[src/rtl/cp0_regfile.sv]
// Coprocessor-0 register file: BadVAddr, Count, Compare, Status, Cause, EPC.
// Commits exceptions, services MTC0/MFC0/ERET, runs the Count/Compare timer.
module cp0_regfile #(
   parameter logic [31:0] RESET_STATUS = 32'h0040_0000,
   parameter int unsigned COUNT_DIV    = 2
) (
   input  logic        clk,
   input  logic        resetn,
   input  logic        mtc0_we,
   input  logic [4:0]  waddr,
   input  logic [31:0] wdata,
   input  logic [4:0]  raddr,
   output logic [31:0] rdata,
   input  logic        exc_valid,
   input  logic [4:0]  exc_code,
   input  logic        exc_bd,
   input  logic [31:0] exc_pc,
   input  logic        exc_badvaddr_we,
   input  logic [31:0] exc_badvaddr,
   input  logic        eret,
   input  logic [5:0]  hw_int,
   output logic [31:0] status,
   output logic [31:0] cause,
   output logic [31:0] epc,
   output logic        int_pending,
   output logic        timer_int
);

   localparam logic [31:0] STATUS_WMASK = 32'h0000_ff03;

   logic [31:0] status_q, cause_q, epc_q, count_q, compare_q, badvaddr_q;
   logic [31:0] status_n, cause_n, epc_n;
   logic        div_q;
   logic        tick;
   logic        we_count, we_compare, we_status, we_cause, we_epc;

   always_comb begin
      we_count   = mtc0_we && (waddr == 5'd9);
      we_compare = mtc0_we && (waddr == 5'd11);
      we_status  = mtc0_we && (waddr == 5'd12);
      we_cause   = mtc0_we && (waddr == 5'd13);
      we_epc     = mtc0_we && (waddr == 5'd14);
   end

   assign tick = (COUNT_DIV == 1) ? 1'b1 : div_q;

   // Field-level merge: exception wins over MTC0/ERET only on the fields it owns.
   always_comb begin
      status_n = status_q;
      if (we_status)
         status_n = (status_q & ~STATUS_WMASK) | (wdata & STATUS_WMASK);
      if (exc_valid)
         status_n[1] = 1'b1;
      else if (eret)
         status_n[1] = 1'b0;

      cause_n = cause_q;
      if (we_cause)
         cause_n[9:8] = wdata[9:8];
      cause_n[15:10] = {hw_int[5] | cause_q[30], hw_int[4:0]};
      if (we_compare)
         cause_n[30] = 1'b0;
      else if ((count_q == compare_q) && (compare_q != '0))
         cause_n[30] = 1'b1;
      if (exc_valid) begin
         cause_n[6:2] = exc_code;
         if (!status_q[1])
            cause_n[31] = exc_bd;
      end

      epc_n = epc_q;
      if (exc_valid) begin
         if (!status_q[1])
            epc_n = exc_bd ? (exc_pc - 32'd4) : exc_pc;
      end else if (we_epc) begin
         epc_n = wdata;
      end
   end

   always_ff @(posedge clk or negedge resetn) begin
      if (!resetn) begin
         status_q   <= RESET_STATUS;
         cause_q    <= '0;
         epc_q      <= '0;
         badvaddr_q <= '0;
         count_q    <= '0;
         compare_q  <= '0;
         div_q      <= 1'b0;
      end else begin
         status_q <= status_n;
         cause_q  <= cause_n;
         epc_q    <= epc_n;
         div_q    <= ((COUNT_DIV == 1) || we_count) ? 1'b0 : ~div_q;
         if (we_count)
            count_q <= wdata;
         else if (tick)
            count_q <= count_q + 32'd1;
         if (we_compare)
            compare_q <= wdata;
         if (exc_valid && exc_badvaddr_we)
            badvaddr_q <= exc_badvaddr;
      end
   end

   always_comb begin
      case (raddr)
         5'd8:    rdata = badvaddr_q;
         5'd9:    rdata = count_q;
         5'd11:   rdata = compare_q;
         5'd12:   rdata = status_q;
         5'd13:   rdata = cause_q;
         5'd14:   rdata = epc_q;
         default: rdata = '0;
      endcase
   end

   assign status      = status_q;
   assign cause       = cause_q;
   assign epc         = epc_q;
   assign timer_int   = cause_q[30];
   assign int_pending = status_q[0] & ~status_q[1] & (|(cause_q[15:8] & status_q[15:8]));

endmodule
[config.mk]
export PLATFORM = sky130hd
export DESIGN_NAME = cp0_regfile
export DESIGN_NICKNAME = d
export VERILOG_FILES = /design/src/rtl/cp0_regfile.sv
export SDC_FILE = /design/constraint.sdc
export NUM_CORES = 1
export LEC_CHECK = 0
export BUFFER_PORTS_ARGS = -buffer_cell sky130_fd_sc_hd__buf_2
export CAP_MARGIN = 20
export CORE_MARGIN = 4
export CORE_UTILIZATION = 53
export DETAILED_ROUTE_END_ITERATION = 12
export GPL_ROUTABILITY_DRIVEN = 1
export PLACE_DENSITY_LB_ADDON = 0.15
export REMOVE_ABC_BUFFERS = 1
export SLEW_MARGIN = 20
export SYNTH_ARGS = -nofsm -noshare
export SYNTH_HDL_FRONTEND = slang
export SYNTH_SLANG_ARGS = --single-unit
export TNS_END_PERCENT = 50
[constraint.sdc]
create_clock -name clk -period 2.5 [get_ports clk]
set_input_delay 0.125 -clock clk [delete_from_list [all_inputs] [get_ports clk]]
set_output_delay 0.125 -clock clk [all_outputs]
set_load 0.03 [all_outputs]
; Word-level counts from Yosys, hierarchy flattened
; Cells that the tools add are included.
[totals]
reg_bits = 176
word_cells = 62
output_inout_bits = 130
inputBits = 124
[classes]
n_reduce_logical = 15
muxes = 13
eq_ne = 13
addsub = 2
n_bitwise = 7
[ops]
columns = operator, n
row1 = $mux W32, 6
row2 = $pmux W32 S6, 1
row3 = $eq A5 B4 Y1 const B, 11
row4 = $add A32 B1 Y32 const B, 1
row5 = $eq A32 B32 Y1, 1
row6 = $or A32 B16 Y32, 1
row7 = $reduce_bool A32 Y1, 1
row8 = $sub A32 B3 Y32 const B, 1
row9 = $and A8 B8 Y8, 1
row10 = $reduce_or A8 Y1, 1
row11 = $logic_and A1 B1 Y1, 7
row12 = $reduce_bool A2 Y1, 3
row13 = $mux W1, 5
row14 = $reduce_and A2 Y1, 2
row15 = $reduce_bool A3 Y1, 1
row16 = $and A1 B1 Y1, 2
row17 = $mux W2, 1
row18 = $ne A2 B2 Y1 const B, 1
row19 = $not A1 Y1, 2
row20 = $or A1 B1 Y1, 1

; Depth between registers and ports, before layout
; Gate-level depths: netlist of run 1.
[depth]
ltp_word = 5
ltp_mapped = 8
ltp_nobuf = 7

; Worst setup path after synthesis of run 1
; Ideal clock, no wire load.
[synth_timing]
kind = flip-flop to flip-flop
from = register count_q[17]
to = register count_q[29]
period_less_slack_ns = 1.927
path_buffers = 1
required_ns = 2.417
setup_slack_ns = 0.573
stages_incl_launch_ff = 7
setup_ns = 0.083
arrival_ns = 1.844
cell_sequence = dfrtp_1 > clkbuf_1 > nand4_1 > nor4_1 > nand4_1 > xor2_1 > o21ai_0
[synth_between]
elab_chain_cells = 3
[synth_lines]
columns = item, line_no
row1 = start: declaration, 31  ; logic [31:0] status_q, cause_q, epc_q, count_q, compare_q, badvaddr_q;
row2 = start signal: assignment, 95  ; count_q <= wdata;
row3 = start signal: assignment, 97  ; count_q <= count_q + 32'd1;
row4 = $add A32 B1 Y32, 97
row5 = $mux W32, 96  ; else if (tick)
row6 = $mux W32, 94  ; if (we_count)
; No other way between the ends. The select of a mux whose other input is x is not followed.
; A chain may end at the register's enable or synchronous reset.

; Worst setup path after layout of run 1
[layout_timing]
from = register count_q[0]
to = register count_q[16]
; The elaborated chain is that of the path after synthesis.

==> impl_metrics.prom, run 1 <==
# TYPE chip_impl_metric gauge
chip_impl_metric{name="grt_use_total",unit=""} 0.3122
chip_impl_metric{name="overflow",unit=""} 0
chip_impl_metric{name="antenna_found_initial",unit=""} 2
chip_impl_info{name="crit_type",value="reg -> reg"} 1
chip_impl_metric{name="num_vias",unit=""} 8109
chip_impl_info{name="hold_end",value="epc[30]"} 1
chip_impl_metric{name="met1_length",unit="mm"} 11.33
chip_impl_info{name="synth.top_cells.by_count",value="dfrtp_1, nand2_1, mux2_2"} 1
chip_impl_info{name="ys_top_cells_by_area",value="dfrtp_1, mux2_2, a22oi_1, xnor2_1, nand2_1"} 1
chip_impl_metric{name="routedWlPerCell",unit="um"} 20.85
chip_impl_metric{name="drt-total-wl",unit="mm"} 28.67
chip_impl_metric{name="global_route_wire_length_before_repair",unit="mm"} 43.85
chip_impl_metric{name="cts_max_level",unit=""} 4
chip_impl_info{name="crit-reg2reg-launch",value="count_q[0]"} 1
chip_impl_metric{name="critPathMaxFanout",unit=""} 9
chip_impl_metric{name="layout-area-overhead-vs-synth",unit="%"} 30.36
chip_impl_metric{name="nNetsFinal",unit=""} 1273
chip_impl_metric{name="crit_arrival",unit="ps"} 2250
chip_impl_metric{name="min_period",unit="ps"} 1902
chip_impl_metric{name="min_path_cells",unit=""} 3
chip_impl_metric{name="io_buffers",unit=""} 214
chip_impl_metric{name="post-layout-total-power",unit="mW"} 8.234
chip_impl_metric{name="layout-drive-gt1-share",unit=""} 0.3261
chip_impl_info{name="holdCritStartpoint",value="exc_pc[30]"} 1
chip_impl_metric{name="cts_inserted_buffers",unit=""} 17
chip_impl_metric{name="drt_first_iter_violations",unit=""} 652
chip_impl_metric{name="power.ir.vdd_worst",unit="mV"} 0.5644
chip_impl_metric{name="syn_avg_cell_area",unit="um2"} 10.05
chip_impl_metric{name="drv_cap",unit=""} 0
chip_impl_metric{name="post-synth-top-area-fraction",unit=""} 0.4444
chip_impl_metric{name="power.leakage",unit="nW"} 5.015
chip_impl_metric{name="drtPass1Iterations",unit=""} 6
chip_impl_metric{name="final_cell_area",unit="mm2"} 0.01130
chip_impl_metric{name="route.detailed.vias_per_inst",unit=""} 5.897
chip_impl_metric{name="async_flop_share",unit=""} 1.000
chip_impl_metric{name="yosys.cell_types.count",unit=""} 54
chip_impl_metric{name="hpwl",unit="mm"} 19.46
chip_impl_metric{name="cts.sink_count",unit=""} 154
chip_impl_info{name="synthFlopType",value="dfrtp_1"} 1
chip_impl_metric{name="whs",unit="ps"} 16.61
chip_impl_info{name="synth_top_cell_by_area",value="dfrtp_1"} 1
chip_impl_metric{name="finalCritPeriodShare",unit=""} 0.7610
chip_impl_info{name="endpoint_class_of_the_critical_path",value="flop"} 1
chip_impl_metric{name="yosysWarnings",unit=""} 0
chip_impl_metric{name="remaining_drc_errors",unit=""} 0
chip_impl_metric{name="count_of_flip_flops_with_a_built_in_enable_after_synthesis",unit=""} 0
chip_impl_metric{name="final_core_utilization",unit=""} 0.7091
chip_impl_metric{name="placement.cell_area",unit="mm2"} 0.009935
chip_impl_metric{name="logic_depth_of_the_worst_register_to_register_path",unit=""} 7
chip_impl_metric{name="antenna_left",unit=""} 0
chip_impl_metric{name="syn-cell-area",unit="mm2"} 0.008672
chip_impl_metric{name="critical_path_required",unit="ps"} 2850
chip_impl_metric{name="max_freq",unit="MHz"} 525.6
chip_impl_metric{name="totalNegativeSetupSlack",unit="ps"} 0
chip_impl_metric{name="report.final.hold_viol_count",unit=""} 0
chip_impl_metric{name="pin_count_of_the_biggest_net_entering_global_routing",unit=""} 66
chip_impl_metric{name="cts_clk_pin_slew_worst_paths",unit="ps"} 60
chip_impl_metric{name="die_h",unit="um"} 135.9
chip_impl_metric{name="number_of_inserted_diodes",unit=""} 0
chip_impl_metric{name="synth_seq_cells",unit=""} 154
chip_impl_metric{name="clock_network_latency_to_the_later_pin_of_the_worst_skew_pair",unit="ps"} 430
chip_impl_info{name="tritoncts",value="yes"} 1
chip_impl_info{name="setup.worst_path.start_class",value="flop"} 1
chip_impl_metric{name="pwr_density_cell",unit="mW/mm2"} 728.4
chip_impl_metric{name="cts_resized",unit=""} 0
chip_impl_metric{name="maxSlewHeadroom",unit=""} 0.2520
chip_impl_metric{name="grt_pass1_vias",unit=""} 7965
chip_impl_metric{name="dr_wl_met3",unit="mm"} 2.535
chip_impl_metric{name="cts.path.max_buffers",unit=""} 2
chip_impl_metric{name="seq_area_frac_synth",unit=""} 0.4444
chip_impl_metric{name="placeable_core_area",unit="mm2"} 0.01594
chip_impl_info{name="rsz_0062_raised_after_global_routing",value="no"} 1
chip_impl_metric{name="design.die.area",unit="mm2"} 0.01847
chip_impl_metric{name="floorplan.initialDensity",unit=""} 0.5439
chip_impl_metric{name="finalClockSkew",unit="ps"} 7.420
chip_impl_metric{name="setup.reg_to_reg.worst_slack",unit="ps"} 600
chip_impl_metric{name="fp.dieW",unit="um"} 135.9
chip_impl_metric{name="gp_routability_congestion",unit=""} 0.8762
chip_impl_metric{name="design.portCount",unit=""} 254
chip_impl_metric{name="worstMarginPinSlew",unit="ps"} 1122
chip_impl_info{name="run_status",value="finished, final reports clean"} 1
chip_impl_metric{name="met2_length",unit="mm"} 13.81
chip_impl_metric{name="postSynthCellCount",unit=""} 863
chip_impl_info{name="yosysMostFrequentCell",value="dfrtp_1"} 1
chip_impl_info{name="top_signal_layer_used",value="met5"} 1
chip_impl_metric{name="report.final.setup_viol",unit=""} 0
chip_impl_metric{name="timing.final.max_slew_violations",unit=""} 0
chip_impl_info{name="worstReg2RegEnd",value="count_q[16]"} 1
chip_impl_info{name="cts_root_buf",value="clkbuf_16"} 1
chip_impl_metric{name="placementRows",unit=""} 46
chip_impl_info{name="worst_hold_path_type",value="in -> reg"} 1
[state kept, by name, indices dropped and copies added, names as in the netlist]
register / count
compare_q: 32
div_q: 1
epc: 32
status: 10
count_q: 32
cause: 15
badvaddr_q: 32
[cells in the final DEF (no fill, tap or decap), drive strengths merged, types with 32 or more instances in the layout]
cell type      n
buf          241
dfrtp        154
nand2         85
mux2          83
dlygate4sd3   80
a22oi         63
xnor2         53
o21ai         52
conb          39
nor2          35
xor2          32
[kinds of logic (layout without fill, tap and decap cells)]
family / count (synthesis) / in the layout / synth area share
other: 2 / 39 / 0.0008660
flip-flops: 154 / 154 / 0.4444
multiplexers: 90 / 90 / 0.1159
buffers and inverters: 99 / 358 / 0.06247
AO/OA/AOI/OAI: 187 / 187 / 0.1411
XOR/XNOR: 85 / 85 / 0.08585
adder cells (fa/ha/maj): 2 / 2 / 0.002885
AND/OR/NAND/NOR: 244 / 244 / 0.1466
[per-layer routing]
metal	up-vias	track usage
met4	4	0.1148
met5	-	0
met3	76	0.07439
met1	3946	0.4057
met2	436	0.5111
li1	3647	-
[power breakdown]
part           internal [mW]  switching (mW)  total, mW
Combinational          0.906            1.18       2.09
Sequential              2.97           0.636       3.61
Clock                   1.49            1.05       2.54
[worst max-delay path, cell delays in order (launching register included)]
cell and delay, ps:
dfrtp_1 460, ha_1 230, nand3_1 160, nor4_2 290, buf_4 240, nand4_1 130
xor2_1 160, o21ai_0 150
[worst max-delay path by stage]
stage | end | cells after the start | slack [ps] | startpoint
6_report | count_q[16] | 7 | 600 | count_q[0]
5_1_grt | count_q[16] | 7 | 400 | count_q[0]
4_1_cts | count_q[16] | 7 | 610 | count_q[0]
3_5_place_dp | epc[27] | 6 | 340 | exc_pc[24]
3_3_place_gp | epc[27] | 6 | 370 | exc_pc[24]
2_1_floorplan | count_q[0] | 3 | -1220 | waddr[4]
[final cells by class]
| cell class | instances | area (um2) |
|---|---|---|
| clock buffers | 20 | 446.7 |
| clock inverters | 11 | 122.6 |
| fillers | 1224 | 4638 |
| inverters | 6 | 22.52 |
| multi-input cells | 647 | 4458 |
| flip-flops and latches | 154 | 3854 |
| well taps | 216 | 270.3 |
| repair buffers | 321 | 2131 |
[per-stage QoR]
stage	worst slack [ps]	cells
4_1_cts	609.3	1375
3_3_place_gp	368.9	1264
2_1_floorplan	-1224	807
6_report	597.5	1375
3_5_place_dp	335.9	1264
5_1_grt	396.5	1375
[timing repair]
action	4_1_cts	5_1_grt
hold buffers	80	0
endpoints found under the hold margin	172	0
buffers inserted	0	0
No activity file was read; power rests on OpenSTA's default activity.
==> run 2: changes to the inputs <==
Clock period 2.5 ns to 1.95 ns, I/O delays scaled along.
==> run 2 against run 1 <==
- register-to-register slack lost 490 ps
- routed wire length grew 2.8%
- setup slack lost 490 ps
- critical path type unchanged
- critical endpoint is now count_q[26]
- highest routed layer unchanged
==> impl_metrics.prom, run 2 (same netlist as run 1, synthesis figures left out) <==
# TYPE chip_impl_metric gauge
chip_impl_info{name="timing.critical_path.max_delay_family",value="simple AND/OR/NAND/NOR gates"} 1
chip_impl_metric{name="routedWlPerCell",unit="um"} 20.82
chip_impl_metric{name="pwr_density_cell",unit="mW/mm2"} 940.8
chip_impl_metric{name="finalClockSkew",unit="ps"} 12.20
chip_impl_metric{name="critPathMaxFanout",unit=""} 9
chip_impl_info{name="endpoint_class_of_the_critical_path",value="flop"} 1
chip_impl_metric{name="io_buffers",unit=""} 214
chip_impl_metric{name="route.detailed.vias_per_inst",unit=""} 5.841
chip_impl_metric{name="report.final.hold_viol_count",unit=""} 0
chip_impl_metric{name="drt-total-wl",unit="mm"} 29.46
chip_impl_info{name="hold_end",value="epc[29]"} 1
chip_impl_metric{name="die_h",unit="um"} 135.9
chip_impl_metric{name="critical_path_required",unit="ps"} 2300
chip_impl_metric{name="post-layout-total-power",unit="mW"} 11.02
chip_impl_info{name="worstReg2RegEnd",value="count_q[26]"} 1
chip_impl_metric{name="cts_max_level",unit=""} 4
chip_impl_metric{name="cp_slowest_stage_delay",unit="ps"} 430
chip_impl_metric{name="power_frac_seq",unit=""} 0.408
chip_impl_metric{name="antenna_left",unit=""} 0
chip_impl_info{name="worst_hold_path_type",value="in -> reg"} 1
chip_impl_metric{name="min_path_cells",unit=""} 4
chip_impl_metric{name="setup.reg_to_reg.worst_slack",unit="ps"} 110
chip_impl_metric{name="final-instance-count-excl-fill",unit=""} 1415
chip_impl_metric{name="grt_pass1_vias",unit=""} 8188
chip_impl_metric{name="num_vias",unit=""} 8265
chip_impl_info{name="tritoncts",value="yes"} 1
chip_impl_info{name="most-common-layout-cells",value="buf_2, dfrtp_1, nand2_1, dlygate4sd3_1, mux2_2"} 1
chip_impl_info{name="crit_type",value="reg -> reg"} 1
chip_impl_metric{name="crit_arrival",unit="ps"} 2200
chip_impl_metric{name="overflow",unit=""} 0
chip_impl_metric{name="drt_first_iter_violations",unit=""} 744
chip_impl_metric{name="layout-area-overhead-vs-synth",unit="%"} 35.10
chip_impl_metric{name="dpl_worst_slack",unit="ps"} -79.32
chip_impl_metric{name="remaining_drc_errors",unit=""} 0
chip_impl_info{name="crit-reg2reg-launch",value="count_q[1]"} 1
chip_impl_metric{name="placementRows",unit=""} 46
chip_impl_info{name="holdCritStartpoint",value="exc_pc[29]"} 1
chip_impl_metric{name="cts.sink_count",unit=""} 154
chip_impl_metric{name="worstMarginPinSlew",unit="ps"} 683.4
chip_impl_metric{name="power_switching_share",unit=""} 0.3394
chip_impl_metric{name="p_switching",unit="mW"} 3.741
chip_impl_info{name="cts_root_buf",value="clkbuf_16"} 1
chip_impl_metric{name="pin_count_of_the_biggest_net_entering_global_routing",unit=""} 66
chip_impl_metric{name="design.portCount",unit=""} 254
chip_impl_metric{name="grt_use_total",unit=""} 0.3198
chip_impl_metric{name="timing.final.max_slew_violations",unit=""} 0
chip_impl_info{name="crit_chain",value="ha_1 > nand3_1 > nor4_2 > buf_4 > nand4_1 > xor2_1 > o21ai_0"} 1
chip_impl_metric{name="power.leakage",unit="nW"} 5.243
chip_impl_metric{name="finalCritPeriodShare",unit=""} 0.9461
chip_impl_metric{name="gp_routability_congestion",unit=""} 0.8998
chip_impl_metric{name="final_cell_area",unit="mm2"} 0.01172
chip_impl_metric{name="drv_cap",unit=""} 0
chip_impl_info{name="setup.worst_path.start_class",value="flop"} 1
chip_impl_info{name="commonest_non_fill_non_tap_cell_in_the_layout",value="buf_2"} 1
chip_impl_metric{name="antenna_found_initial",unit=""} 3
chip_impl_metric{name="floorplan.initialDensity",unit=""} 0.5439
chip_impl_metric{name="power.ir.vdd_worst",unit="mV"} 0.9925
chip_impl_metric{name="inst_count_dp",unit=""} 1298
chip_impl_metric{name="global_route_wire_length_before_repair",unit="mm"} 44.84
chip_impl_metric{name="design.die.area",unit="mm2"} 0.01847
chip_impl_metric{name="drtPass1Iterations",unit=""} 6
chip_impl_metric{name="totalNegativeSetupSlack",unit="ps"} 0
chip_impl_info{name="rsz_0062_raised_after_global_routing",value="no"} 1
chip_impl_metric{name="clkPwrFrac",unit=""} 0.321
chip_impl_metric{name="min_period",unit="ps"} 1845
chip_impl_metric{name="clock_network_latency_to_the_later_pin_of_the_worst_skew_pair",unit="ps"} 440
chip_impl_metric{name="layout-drive-gt1-share",unit=""} 0.3456
chip_impl_metric{name="max_freq",unit="MHz"} 542.0
chip_impl_metric{name="proportion_of_power_drawn_by_combinational_gates",unit=""} 0.272
chip_impl_metric{name="report.final.setup_viol",unit=""} 0
chip_impl_metric{name="placeable_core_area",unit="mm2"} 0.01594
chip_impl_metric{name="hpwl",unit="mm"} 20.20
chip_impl_metric{name="logic_depth_of_the_worst_register_to_register_path",unit=""} 7
chip_impl_metric{name="combined_buffer_and_inverter_count_along_the_critical_path",unit=""} 1
chip_impl_metric{name="maxSlewHeadroom",unit=""} 0.5444
chip_impl_metric{name="placement.cell_area",unit="mm2"} 0.01025
chip_impl_metric{name="design_internal_power",unit="mW"} 7.281
chip_impl_info{name="run_status",value="finished, final reports clean"} 1
chip_impl_info{name="crit_slowest_cell",value="dfrtp_1"} 1
chip_impl_metric{name="cts_clk_pin_slew_worst_paths",unit="ps"} 60
chip_impl_metric{name="cts.path.max_buffers",unit=""} 2
chip_impl_metric{name="nNetsFinal",unit=""} 1311
chip_impl_metric{name="final_critical_path_setup_slack",unit="ps"} 105.1
chip_impl_metric{name="whs",unit="ps"} 13.08
chip_impl_metric{name="final_core_utilization",unit=""} 0.7349
chip_impl_metric{name="fp.dieW",unit="um"} 135.9
chip_impl_metric{name="cts_inserted_buffers",unit=""} 17
run 2: worst max path at each step:
stage,start,endpoint,cells after the start
CTS,count_q[1],count_q[16],7
floorplan,waddr[4],count_q[0],3
finish,count_q[1],count_q[26],7
global route,count_q[15],count_q[29],6
detailed placement,exc_pc[24],epc[27],7
global placement,exc_pc[24],epc[27],7
run 2: layout make-up:
type	count	area [um2]
clock inverters	12	172.7
repair buffers	359	2489
flip-flops and latches	154	3855
inverters	6	22.52
clock buffers	20	446.7
fillers	1163	4227
multi-input cells	647	4458
diodes	1	2.502
well taps	216	270.3
run 2: worst reg2reg max path, delay by kind of cell (launching register included):
kind            cells  cell delay (ps)
simple gates        3              570
flops               1              430
buf+inv             1              230
fa+ha+maj           1              220
xor+xnor            1              160
compound gates      1              160
run 2: repair_timing:
item,CTS,global route
setup buffers,0,0
gates resized for setup,0,1
hold buffers,84,0
endpoints found under the hold margin,179,0
setup endpoints to repair,0,2
run 2: power groups by stage:
| stage | registers [mW] | logic [mW] | clock network, mW |
|---|---|---|---|
| 6_report | 4.50 | 2.99 | 3.53 |
| 5_1_grt | 4.57 | 3.20 | 3.69 |
| 4_1_cts | 4.48 | 2.97 | 3.55 |
| 3_5_place_dp | 4.53 | 2.82 | 0 |
| 3_3_place_gp | 4.51 | 2.77 | 0 |
| 2_1_floorplan | 4.82 | 1.31 | 0 |
run 2: routing by layer:
layer	wire length (um)	up-vias	GRT usage	part of all wire
li1	-	3722	-	-
met3	2634	83	0.07809	0.089
met4	1068	4	0.1249	0.036
met1	11710	4022	0.4037	0.40
met2	14020	434	0.5318	0.48
met5	29	-	0	0.00098
==> run 3: changes to the inputs <==
Settings changed: CORE_UTILIZATION 53 to 46.
==> run 3 against run 2 <==
- utilization down 9.3 points
- sequential share of layout area hardly changed
- critical endpoint is now int_pending
- clock skew is 0.97 ps lower
- fmax grew 0.99%
- sequential power is essentially flat
- cell area about the same
- critical path type is now reg -> out
- clock power is 9.6% lower
- combinational power is essentially flat
- routed wire length shrank 1.2%
==> impl_metrics.prom, run 3 (same netlist as run 1, synthesis figures left out) <==
# TYPE chip_impl_metric gauge
chip_impl_info{name="run_status",value="finished, final reports clean"} 1
chip_impl_metric{name="design.die.area",unit="mm2"} 0.02111
chip_impl_metric{name="remaining_drc_errors",unit=""} 0
chip_impl_info{name="crit_slowest_cell",value="dfrtp_1"} 1
chip_impl_metric{name="drtPass1Iterations",unit=""} 8
chip_impl_metric{name="timing.final.max_slew_violations",unit=""} 0
chip_impl_metric{name="met2_length",unit="mm"} 13.86
chip_impl_metric{name="cts_inserted_buffers",unit=""} 17
chip_impl_info{name="hold_end",value="epc[14]"} 1
chip_impl_info{name="tritoncts",value="yes"} 1
chip_impl_metric{name="grt_use_total",unit=""} 0.2734
chip_impl_metric{name="final_critical_path_setup_slack",unit="ps"} 123.2
chip_impl_metric{name="power.ir.vdd_worst",unit="mV"} 0.6617
chip_impl_metric{name="routedWlPerCell",unit="um"} 20.29
chip_impl_metric{name="gp_routability_congestion",unit=""} 0.8689
chip_impl_metric{name="max_freq",unit="MHz"} 547.4
chip_impl_metric{name="cts_max_level",unit=""} 4
chip_impl_metric{name="clock_network_latency_to_the_later_pin_of_the_worst_skew_pair",unit="ps"} 440
chip_impl_info{name="crit_type",value="reg -> out"} 1
chip_impl_metric{name="setup.reg_to_reg.worst_slack",unit="ps"} 180
chip_impl_metric{name="logic_depth_of_the_worst_register_to_register_path",unit=""} 6
chip_impl_info{name="timing.critical_path.max_delay_family",value="compound AO/OA/AOI/OAI gates"} 1
chip_impl_metric{name="maxSlewHeadroom",unit=""} 0.5755
chip_impl_metric{name="route.detailed.vias_per_inst",unit=""} 5.653
chip_impl_metric{name="cts.path.max_buffers",unit=""} 2
chip_impl_metric{name="critical_path_required",unit="ps"} 1850
chip_impl_metric{name="crit_arrival",unit="ps"} 1730
chip_impl_info{name="endpoint_class_of_the_critical_path",value="output port"} 1
chip_impl_metric{name="num_vias",unit=""} 8112
chip_impl_metric{name="design.portCount",unit=""} 254
chip_impl_metric{name="floorplan.initialDensity",unit=""} 0.4747
chip_impl_metric{name="fp.dieW",unit="um"} 145.3
chip_impl_metric{name="worstMarginPinSlew",unit="ps"} 636.8
chip_impl_metric{name="pwr_density_cell",unit="mW/mm2"} 909.6
chip_impl_metric{name="overflow",unit=""} 0
chip_impl_metric{name="dr_wl_met3",unit="mm"} 2.091
chip_impl_metric{name="min_path_cells",unit=""} 3
chip_impl_metric{name="power.leakage",unit="nW"} 5.249
chip_impl_metric{name="report.final.hold_viol_count",unit=""} 0
chip_impl_info{name="top_signal_layer_used",value="met4"} 1
chip_impl_metric{name="cts.sink_count",unit=""} 154
chip_impl_metric{name="critPathMaxFanout",unit=""} 3
chip_impl_metric{name="global_route_wire_length_before_repair",unit="mm"} 45.86
chip_impl_metric{name="cts_clk_pin_slew_worst_paths",unit="ps"} 60
chip_impl_metric{name="placeable_core_area",unit="mm2"} 0.01827
chip_impl_metric{name="layout-area-overhead-vs-synth",unit="%"} 35.18
chip_impl_metric{name="pin_count_of_the_biggest_net_entering_global_routing",unit=""} 66
chip_impl_metric{name="min_period",unit="ps"} 1827
chip_impl_metric{name="dpl_worst_slack",unit="ps"} -59.78
chip_impl_info{name="crit_chain",value="a22o_1 > a221oi_1 > a311oi_1 > buf_2"} 1
chip_impl_metric{name="cp_slowest_stage_delay",unit="ps"} 440
chip_impl_metric{name="finalClockSkew",unit="ps"} 11.22
chip_impl_metric{name="fill_cells",unit=""} 1517
chip_impl_metric{name="drt_first_iter_violations",unit=""} 707
chip_impl_metric{name="drt-total-wl",unit="mm"} 29.11
chip_impl_metric{name="cp.depth",unit=""} 4
chip_impl_metric{name="antenna_found_initial",unit=""} 0
chip_impl_metric{name="totalNegativeSetupSlack",unit="ps"} 0
chip_impl_metric{name="layout-drive-gt1-share",unit=""} 0.3510
chip_impl_metric{name="die_h",unit="um"} 145.3
chip_impl_metric{name="combined_buffer_and_inverter_count_along_the_critical_path",unit=""} 1
chip_impl_metric{name="antenna_left",unit=""} 0
chip_impl_info{name="cts_root_buf",value="clkbuf_16"} 1
chip_impl_metric{name="report.final.setup_viol",unit=""} 0
chip_impl_info{name="commonest_non_fill_non_tap_cell_in_the_layout",value="buf_2"} 1
chip_impl_info{name="worst_hold_path_type",value="in -> reg"} 1
chip_impl_info{name="most-common-layout-cells",value="buf_2, dfrtp_1, nand2_1, dlygate4sd3_1, mux2_2"} 1
chip_impl_metric{name="drv_cap",unit=""} 0
chip_impl_metric{name="hpwl",unit="mm"} 20.94
chip_impl_metric{name="placementRows",unit=""} 49
chip_impl_metric{name="nNetsFinal",unit=""} 1318
chip_impl_metric{name="finalCritPeriodShare",unit=""} 0.9368
chip_impl_metric{name="met1_length",unit="mm"} 12.55
chip_impl_info{name="worstReg2RegEnd",value="count_q[31]"} 1
chip_impl_metric{name="grt_pass1_vias",unit=""} 8137
chip_impl_info{name="holdCritStartpoint",value="exc_pc[14]"} 1
chip_impl_info{name="rsz_0062_raised_after_global_routing",value="no"} 1
chip_impl_metric{name="final_core_utilization",unit=""} 0.6416
chip_impl_metric{name="cts_setup_buffers",unit=""} 0
chip_impl_info{name="setup.worst_path.start_class",value="flop"} 1
chip_impl_metric{name="io_buffers",unit=""} 214
chip_impl_info{name="crit-reg2reg-launch",value="count_q[4]"} 1
==> run 3: changes by cell type in the layout (fill, tap and decap cells not counted), sizes merged <==
| cell | change |
|---|---|
| inv | +8 |
| clkinv | -1 |
| buf | +7 |
| clkbuf | -3 |
| bufinv | -4 |
==> run 3: timing repair <==
item                                    CTS  global route
hold buffers                             84             0
gates resized for setup                   0             1
endpoints found under the setup margin    0             3
hold endpoints to repair                177             0
==> run 3: tightest hold or removal path, delay by kind of cell <==
family,cells,cell delay (ps)
buffers and inverters,1,120
AOI/OAI and AO/OA,1,120
xor gates and xnor gates,1,70
==> run 3: stage by stage <==
step	cells	power, mW	hold WS (ps)	cell area, um2
floorplan	807	6.127	-198.1	8292
CTS	1434	10.68	5.219	11720
finish	1435	10.66	16.65	11720
detailed placement	1318	7.371	41.11	10320
global placement	1318	7.316	40.94	10320
global route	1434	11.17	44.72	11720
==> run 3: worst max path at each step <==
stage	endpoint	from	slack, ps
finish	int_pending	cause[15]	120
global route	count_q[31]	count_q[17]	10
CTS	count_q[31]	count_q[14]	130
detailed placement	epc[27]	exc_pc[24]	-60
global placement	epc[27]	exc_pc[24]	-30
floorplan	count_q[0]	waddr[4]	-1750
==> run 3: routing by layer <==
metal,global-route usage,vias to the layer above
li1,-,3737
met1,0.3777,3960
met2,0.4438,371
met3,0.04989,44
met4,0.07787,0
met5,0,-
==> run 3: cell type report <==
class / instances / area [um2] / area share
multi-input cells: 647 / 4458 / 0.3803
flip-flops and latches: 154 / 3855 / 0.3289
repair buffers: 366 / 2541 / 0.2168
clock buffers: 17 / 425.4 / 0.03629
well taps: 229 / 286.5 / 0.02444
clock inverters: 15 / 131.4 / 0.01121
inverters: 6 / 22.52 / 0.001921
diodes: 1 / 2.502 / 0.0002135
==> run 3: power breakdown <==
| part | internal, mW | switching, mW | total [mW] |
|---|---|---|---|
| clock | 1.67 | 1.52 | 3.19 |
| combinational | 1.31 | 1.68 | 2.99 |
| sequential | 3.81 | 0.675 | 4.48 |
| total | 6.79 | 3.87 | 10.7 |
